--- src/rtl/paddsb_seq_if.sv ---
// Operand/result handshake bundle for the PADDSB sequencer.
// Carries both valid/ready channels: operand pair in, packed result and flags out.
// master = issue/writeback side, slave = sequencer side.
interface paddsb_seq_if;
    logic        in_valid;
    logic        in_ready;
    logic [15:0] op_t;
    logic [15:0] op_s;
    logic        out_valid;
    logic        out_ready;
    logic [15:0] out_d;
    logic [3:0]  out_sat;

    modport master (
        output in_valid, op_t, op_s, out_ready,
        input  in_ready, out_valid, out_d, out_sat
    );

    modport slave (
        input  in_valid, op_t, op_s, out_ready,
        output in_ready, out_valid, out_d, out_sat
    );
endinterface

--- src/rtl/paddsb_seq.sv ---
// Multicycle PADDSB: four signed nibble lanes through LANES_PER_CYCLE shared saturating adders.
// Latency: out_valid rises 4/LANES_PER_CYCLE cycles after the accept edge; one op in flight.
// Backpressure: in_ready only in IDLE; result held in DONE until out_ready, stalls indefinitely.
module paddsb_seq #(
    parameter int LANES_PER_CYCLE = 1,
    parameter bit SAT_EN          = 1'b1
) (
    input  logic        clk,
    input  logic        rst_n,
    paddsb_seq_if.slave bus,
    output logic        busy
);

    if (!(LANES_PER_CYCLE == 1 || LANES_PER_CYCLE == 2 || LANES_PER_CYCLE == 4)) begin : g_bad_lanes
        $error("paddsb_seq: LANES_PER_CYCLE must be 1, 2 or 4");
    end

    typedef enum logic [1:0] {
        ST_IDLE = 2'd0,
        ST_CALC = 2'd1,
        ST_DONE = 2'd2
    } state_t;

    state_t      state_q, state_d;
    logic [1:0]  cnt_q, cnt_d;
    logic [15:0] opt_q, opt_d;
    logic [15:0] ops_q, ops_d;
    logic [15:0] acc_q, acc_d;
    logic [3:0]  acc_sat_q, acc_sat_d;
    logic [15:0] out_d_q, out_d_d;
    logic [3:0]  out_sat_q, out_sat_d;
    logic        in_ready_q, in_ready_d;
    logic        out_valid_q, out_valid_d;
    logic        busy_q, busy_d;

    // Lanes produced by this CALC cycle merged into the running accumulator
    logic [15:0] acc_nx;
    logic [3:0]  sat_nx;
    logic [1:0]  lane;
    logic [4:0]  lane_res;
    logic        last_step;

    // Returns {clamp_flag, lane_result}; overflow is detected as bit4 != bit3 of the 5-bit sum
    function automatic logic [4:0] lane_add(input logic [3:0] a, input logic [3:0] b);
        logic [4:0] sum;
        sum = {a[3], a} + {b[3], b};
        if (SAT_EN && (sum[4] != sum[3])) begin
            lane_add = sum[4] ? 5'b1_1000 : 5'b1_0111;
        end else begin
            lane_add = {1'b0, sum[3:0]};
        end
    endfunction

    // Shared nibble adders: lanes cnt..cnt+L-1 of the captured operands
    always_comb begin
        acc_nx   = acc_q;
        sat_nx   = acc_sat_q;
        lane     = 2'd0;
        lane_res = 5'd0;
        for (int j = 0; j < LANES_PER_CYCLE; j++) begin
            lane     = cnt_q + 2'(j);
            lane_res = lane_add(opt_q[{lane, 2'b00} +: 4], ops_q[{lane, 2'b00} +: 4]);
            acc_nx[{lane, 2'b00} +: 4] = lane_res[3:0];
            sat_nx[lane]               = lane_res[4];
        end
        last_step = (({1'b0, cnt_q} + 3'(LANES_PER_CYCLE)) == 3'd4);
    end

    // Next-state and next-output logic for the IDLE/CALC/DONE sequencer
    always_comb begin
        state_d     = state_q;
        cnt_d       = cnt_q;
        opt_d       = opt_q;
        ops_d       = ops_q;
        acc_d       = acc_q;
        acc_sat_d   = acc_sat_q;
        out_d_d     = out_d_q;
        out_sat_d   = out_sat_q;
        in_ready_d  = in_ready_q;
        out_valid_d = out_valid_q;
        busy_d      = busy_q;
        case (state_q)
            ST_IDLE: begin
                if (bus.in_valid && in_ready_q) begin
                    opt_d      = bus.op_t;
                    ops_d      = bus.op_s;
                    cnt_d      = 2'd0;
                    acc_d      = 16'd0;
                    acc_sat_d  = 4'd0;
                    state_d    = ST_CALC;
                    in_ready_d = 1'b0;
                    busy_d     = 1'b1;
                end
            end
            ST_CALC: begin
                acc_d     = acc_nx;
                acc_sat_d = sat_nx;
                cnt_d     = cnt_q + 2'(LANES_PER_CYCLE);
                if (last_step) begin
                    out_d_d     = acc_nx;
                    out_sat_d   = sat_nx;
                    out_valid_d = 1'b1;
                    state_d     = ST_DONE;
                end
            end
            ST_DONE: begin
                if (bus.out_ready) begin
                    out_valid_d = 1'b0;
                    busy_d      = 1'b0;
                    in_ready_d  = 1'b1;
                    state_d     = ST_IDLE;
                end
            end
            default: begin
                state_d     = ST_IDLE;
                out_valid_d = 1'b0;
                busy_d      = 1'b0;
                in_ready_d  = 1'b1;
            end
        endcase
    end

    // State and registered outputs; reset discards any op in flight
    always_ff @(posedge clk or negedge rst_n) begin
        if (!rst_n) begin
            state_q     <= ST_IDLE;
            cnt_q       <= 2'd0;
            opt_q       <= 16'd0;
            ops_q       <= 16'd0;
            acc_q       <= 16'd0;
            acc_sat_q   <= 4'd0;
            out_d_q     <= 16'd0;
            out_sat_q   <= 4'd0;
            in_ready_q  <= 1'b1;
            out_valid_q <= 1'b0;
            busy_q      <= 1'b0;
        end else begin
            state_q     <= state_d;
            cnt_q       <= cnt_d;
            opt_q       <= opt_d;
            ops_q       <= ops_d;
            acc_q       <= acc_d;
            acc_sat_q   <= acc_sat_d;
            out_d_q     <= out_d_d;
            out_sat_q   <= out_sat_d;
            in_ready_q  <= in_ready_d;
            out_valid_q <= out_valid_d;
            busy_q      <= busy_d;
        end
    end

    assign bus.in_ready  = in_ready_q;
    assign bus.out_valid = out_valid_q;
    assign bus.out_d     = out_d_q;
    assign bus.out_sat   = out_sat_q;
    assign busy          = busy_q;

endmodule

--- src/flat_wrapper.sv ---
// flat-port wrapper written by rule: the top's interface ports become plain ports
module paddsb_seq_flat 
#(
    parameter int LANES_PER_CYCLE = 1,
    parameter bit SAT_EN          = 1'b1
)
  (clk, rst_n, busy, bus_in_valid, bus_op_t, bus_op_s, bus_out_ready, bus_in_ready, bus_out_valid, bus_out_d, bus_out_sat);
  paddsb_seq_if bus_i ();
  input  logic clk;
  input  logic rst_n;
  output logic busy;
  input wire logic [$bits(bus_i.in_valid)-1:0] bus_in_valid;
  input wire logic [$bits(bus_i.op_t)-1:0] bus_op_t;
  input wire logic [$bits(bus_i.op_s)-1:0] bus_op_s;
  input wire logic [$bits(bus_i.out_ready)-1:0] bus_out_ready;
  output wire logic [$bits(bus_i.in_ready)-1:0] bus_in_ready;
  output wire logic [$bits(bus_i.out_valid)-1:0] bus_out_valid;
  output wire logic [$bits(bus_i.out_d)-1:0] bus_out_d;
  output wire logic [$bits(bus_i.out_sat)-1:0] bus_out_sat;
  assign bus_i.in_valid = bus_in_valid;
  assign bus_i.op_t = bus_op_t;
  assign bus_i.op_s = bus_op_s;
  assign bus_i.out_ready = bus_out_ready;
  assign bus_in_ready = bus_i.in_ready;
  assign bus_out_valid = bus_i.out_valid;
  assign bus_out_d = bus_i.out_d;
  assign bus_out_sat = bus_i.out_sat;
  paddsb_seq #(.LANES_PER_CYCLE(LANES_PER_CYCLE), .SAT_EN(SAT_EN)) u_core (.clk(clk), .rst_n(rst_n), .bus(bus_i), .busy(busy));
endmodule
--- config.mk ---
export PLATFORM = sky130hd
export DESIGN_NAME = paddsb_seq_flat
export DESIGN_NICKNAME = d
export VERILOG_FILES = /design/src/rtl/paddsb_seq_if.sv /design/src/rtl/paddsb_seq.sv /design/src/flat_wrapper.sv
export SDC_FILE = /design/constraint.sdc
export NUM_CORES = 1
export LEC_CHECK = 0
export BUFFER_PORTS_ARGS = -buffer_cell sky130_fd_sc_hd__buf_2
export CORE_MARGIN = 2
export CORE_UTILIZATION = 56
export DETAILED_ROUTE_END_ITERATION = 8
export PLACE_DENSITY = 0.79
export SYNTH_ARGS = -nofsm -noshare
export SYNTH_HDL_FRONTEND = slang
export SYNTH_SLANG_ARGS = --single-unit
--- constraint.sdc ---
create_clock -name clk -period 3.2 [get_ports clk]
set_clock_uncertainty 0.2 [all_clocks]
set_input_delay 0.64 -clock clk [delete_from_list [all_inputs] [get_ports clk]]
set_output_delay 0.64 -clock clk [all_outputs]
set_load 0.005 [all_outputs]
==> reports/metrics.csv <==
metric;value;unit
Hold WC Path Type;in -> async;
minimum clock period;2.97;ns
core area;0.00639;mm2
Max Cap Viol;0;
Routed WL per cell;16.4;um
most frequent cells in the layout;77 x dfrtp_1, 57 x buf_2, 32 x mux2_2, 23 x nand2_1, 18 x a21oi_1;
Die Y;85.3;um
# DRC;0;
worst hold slack;0.238;ns
final worst-path cycle share;92.9;%
# diodes;0;
Die W;85.3;um
placed cell areas;0.00408;mm2
commonest non-fill, non-tap cell in the layout;dfrtp_1;
kind of end point of the critical path;flip-flop;
global-route wire length before repair;12500;um
number of placed I/O pins;59;
TritonCTS clock tree;built;
Max-slew headroom;35.6;%
DP Wirelength;5120;um
FF/Latch Area;0.00198;mm2
Initial Util;57.9;%
Worst Path Max Fanout;8;
RSZ-0062 raised after global routing;false;
Fin. Hold Viols;0;
Worst EP required;3.27;ns
Worst Path Arrival;3.05;ns
mean post-synth cell area;12.2;um2
All-Layer GR Usage;22.3;%
final wirelength;7260;um
initial antenna violation count;0;
Syn Nets;349;
Port-buffer cells;58;
area of the mapped netlist;0.00370;mm2
kind of critical path;reg -> reg;
Nets;407;
final core utilization;67.2;%
hold_buf cts;0;
Die Area;0.00727;mm2
Seq/Total Area, Yosys;53.5;%
# setup viols final;0;
clock sinks;79;
H-tree levels;3;
share of cells above drive strength 1;36.4;%
FMAX;337;MHz
area delta synth->final;16.0;%
#FFs+latches synth;79;
clock buffer depth;2;
gp weighted congestion;0.837;
Filler cells;484;
gr ovfl total;0;
TritonCTS Buffers;9;
Max Slew Vio Count;0;
measured slew at the worst slew-check pin;0.966;ns
Clock Latency Late Sink;0.35;ns
vias in the first global route;2642;
Power per Cell Area;1210;mW/mm2
row count;29;
Routed Antenna Nets;0;
CP startpoint kind;flip-flop;
Pleak;2.01;nW
area occupied by multi-input gates;0.00161;mm2
R2R cell count;9;
Crit Reg-Reg Endpoint;u_core.acc_q[2];
R2R Setup Slk;0.23;ns
Synth cell types;41;
clock slew at reported path FFs;0.08;ns
Setup Total Neg Slack;0;ns
Reg2Reg Launch Point;u_core.cnt_q[0];
DRT Pass-1 Iters;4;
design area;0.00429;mm2
Iter 0 DRT Violations;227;
largest net degree at the start of global routing;80;
post-CTS setup buffer count;0;
YS warnings;0;
CTS Root Cell;clkbuf_8;
Via density;5.67;
Worst IR Drop VDD;901;uV
via count;2508;
status;completed;
cell count after synthesis;302;
-- final cells by class --
type / instances / share of cell area [%]
Tap cell: 77 / 2.24
Clock inverter: 5 / 1.92
Multi-Input combinational cell: 194 / 37.4
Clock buffer: 11 / 3.06
Timing Repair Buffer: 64 / 8.16
Inverter: 12 / 1.05
Sequential cell: 79 / 46.1
-- metrics by stage --
stage | setup WS [ns] | total power [mW] | std cells
2_1_floorplan | 0.262 | 3.60 | 302
6_report | 0.229 | 5.18 | 442
3_5_place_dp | 0.112 | 4.42 | 426
5_1_grt | 0.0362 | 5.56 | 442
3_3_place_gp | 0.197 | 4.29 | 426
4_1_cts | 0.104 | 5.22 | 442
-- power breakdown --
group	switching [mW]	total (mW)	internal [mW]
Sequential	0.262	1.67	1.41
Clock	0.357	0.796	0.440
Combinational	1.51	2.72	1.21
-- synth_stat cells (all sizes together) --
cell     n  area (um2)
nor2    17        63.8
nand3    1        5.00
mux4     8         180
o22ai    1        6.26
nor2b    1        6.26
ha      10         125
o31ai    2        15.0
o21ai   27         150
clkbuf   5        18.8
nor3b   10        75.1
a211oi   4        30.0
inv     12        45.0
nand2b   1        8.76
nand2   24        92.6
o21bai   1        7.51
a22o     4        35.0
mux2i    1        10.0
nor4     1        6.26
xor2     2        36.3
dfrtp   78        1950
nor4bb   1        10.0
a32o     4        40.0
and2     1        6.26
fa       1        20.0
a221oi   4        35.0
mux2    35         405
a21o     6        45.0
or3      1        6.26
o22a     1        8.76
dfstp    1        26.3
and3     2        12.5
buf     12        65.1
a21oi   20         123
nor4b    3        26.3
-- worst max path at each step --
stage / end / slack [ns] / startpoint
3_3_place_gp: u_core.acc_q[2] / 0.20 / u_core.cnt_q[0]
5_1_grt: u_core.acc_q[14] / 0.04 / u_core.cnt_q[0]
4_1_cts: u_core.acc_q[2] / 0.10 / u_core.cnt_q[0]
6_report: u_core.acc_q[2] / 0.23 / u_core.cnt_q[0]
2_1_floorplan: u_core.acc_q[14] / 0.26 / u_core.cnt_q[0]
3_5_place_dp: u_core.acc_q[2] / 0.11 / u_core.cnt_q[0]
-- logic make-up (layout without fill, tap and decap cells) --
logic type / Yosys count / in the layout / synth area share (%)
simple gates: 63 / 63 / 8.63
buf+inv: 29 / 92 / 3.48
fa+ha+maj: 11 / 11 / 3.92
compound gates: 74 / 74 / 13.4
mux: 44 / 44 / 16.1
flops: 79 / 79 / 53.5
xor+xnor: 2 / 2 / 0.981
-- per-layer routing --
metal  vias to the layer above  wire (um)  track usage [%]
met4                         0        136             10.1
met1                      1234       3180             29.9
met5                         -          0                0
met2                        64       3640             35.6
met3                        11        312             4.47
li1                       1199          -                -
-- flip-flops by register name, summed over array words and instances (netlist names) --
register,count
u_core.acc_q,16
u_core.acc_sat_q,4
u_core.bus.in_ready,1
u_core.bus.out_d,16
u_core.bus.out_sat,4
u_core.bus.out_valid,1
u_core.busy,1
u_core.cnt_q,2
u_core.ops_q,16
u_core.opt_q,16
u_core.state_q,2
-- critical path, cell delays in order (launching register included) --
cell and delay (ns):
dfrtp_2 0.51, mux4_2 0.38, ha_1 0.17, inv_1 0.06
fa_1 0.39, nand2b_2 0.22, a21oi_4 0.18, xor2_4 0.23
mux2_4 0.38, o21ai_0 0.18
-- repair_timing --
action                                  in CTS  in global routing
endpoints found under the setup margin       0                 29
resized for setup                            0                  1
hold endpoints to repair                     0                  0
(Power assumes the default switching activity.)
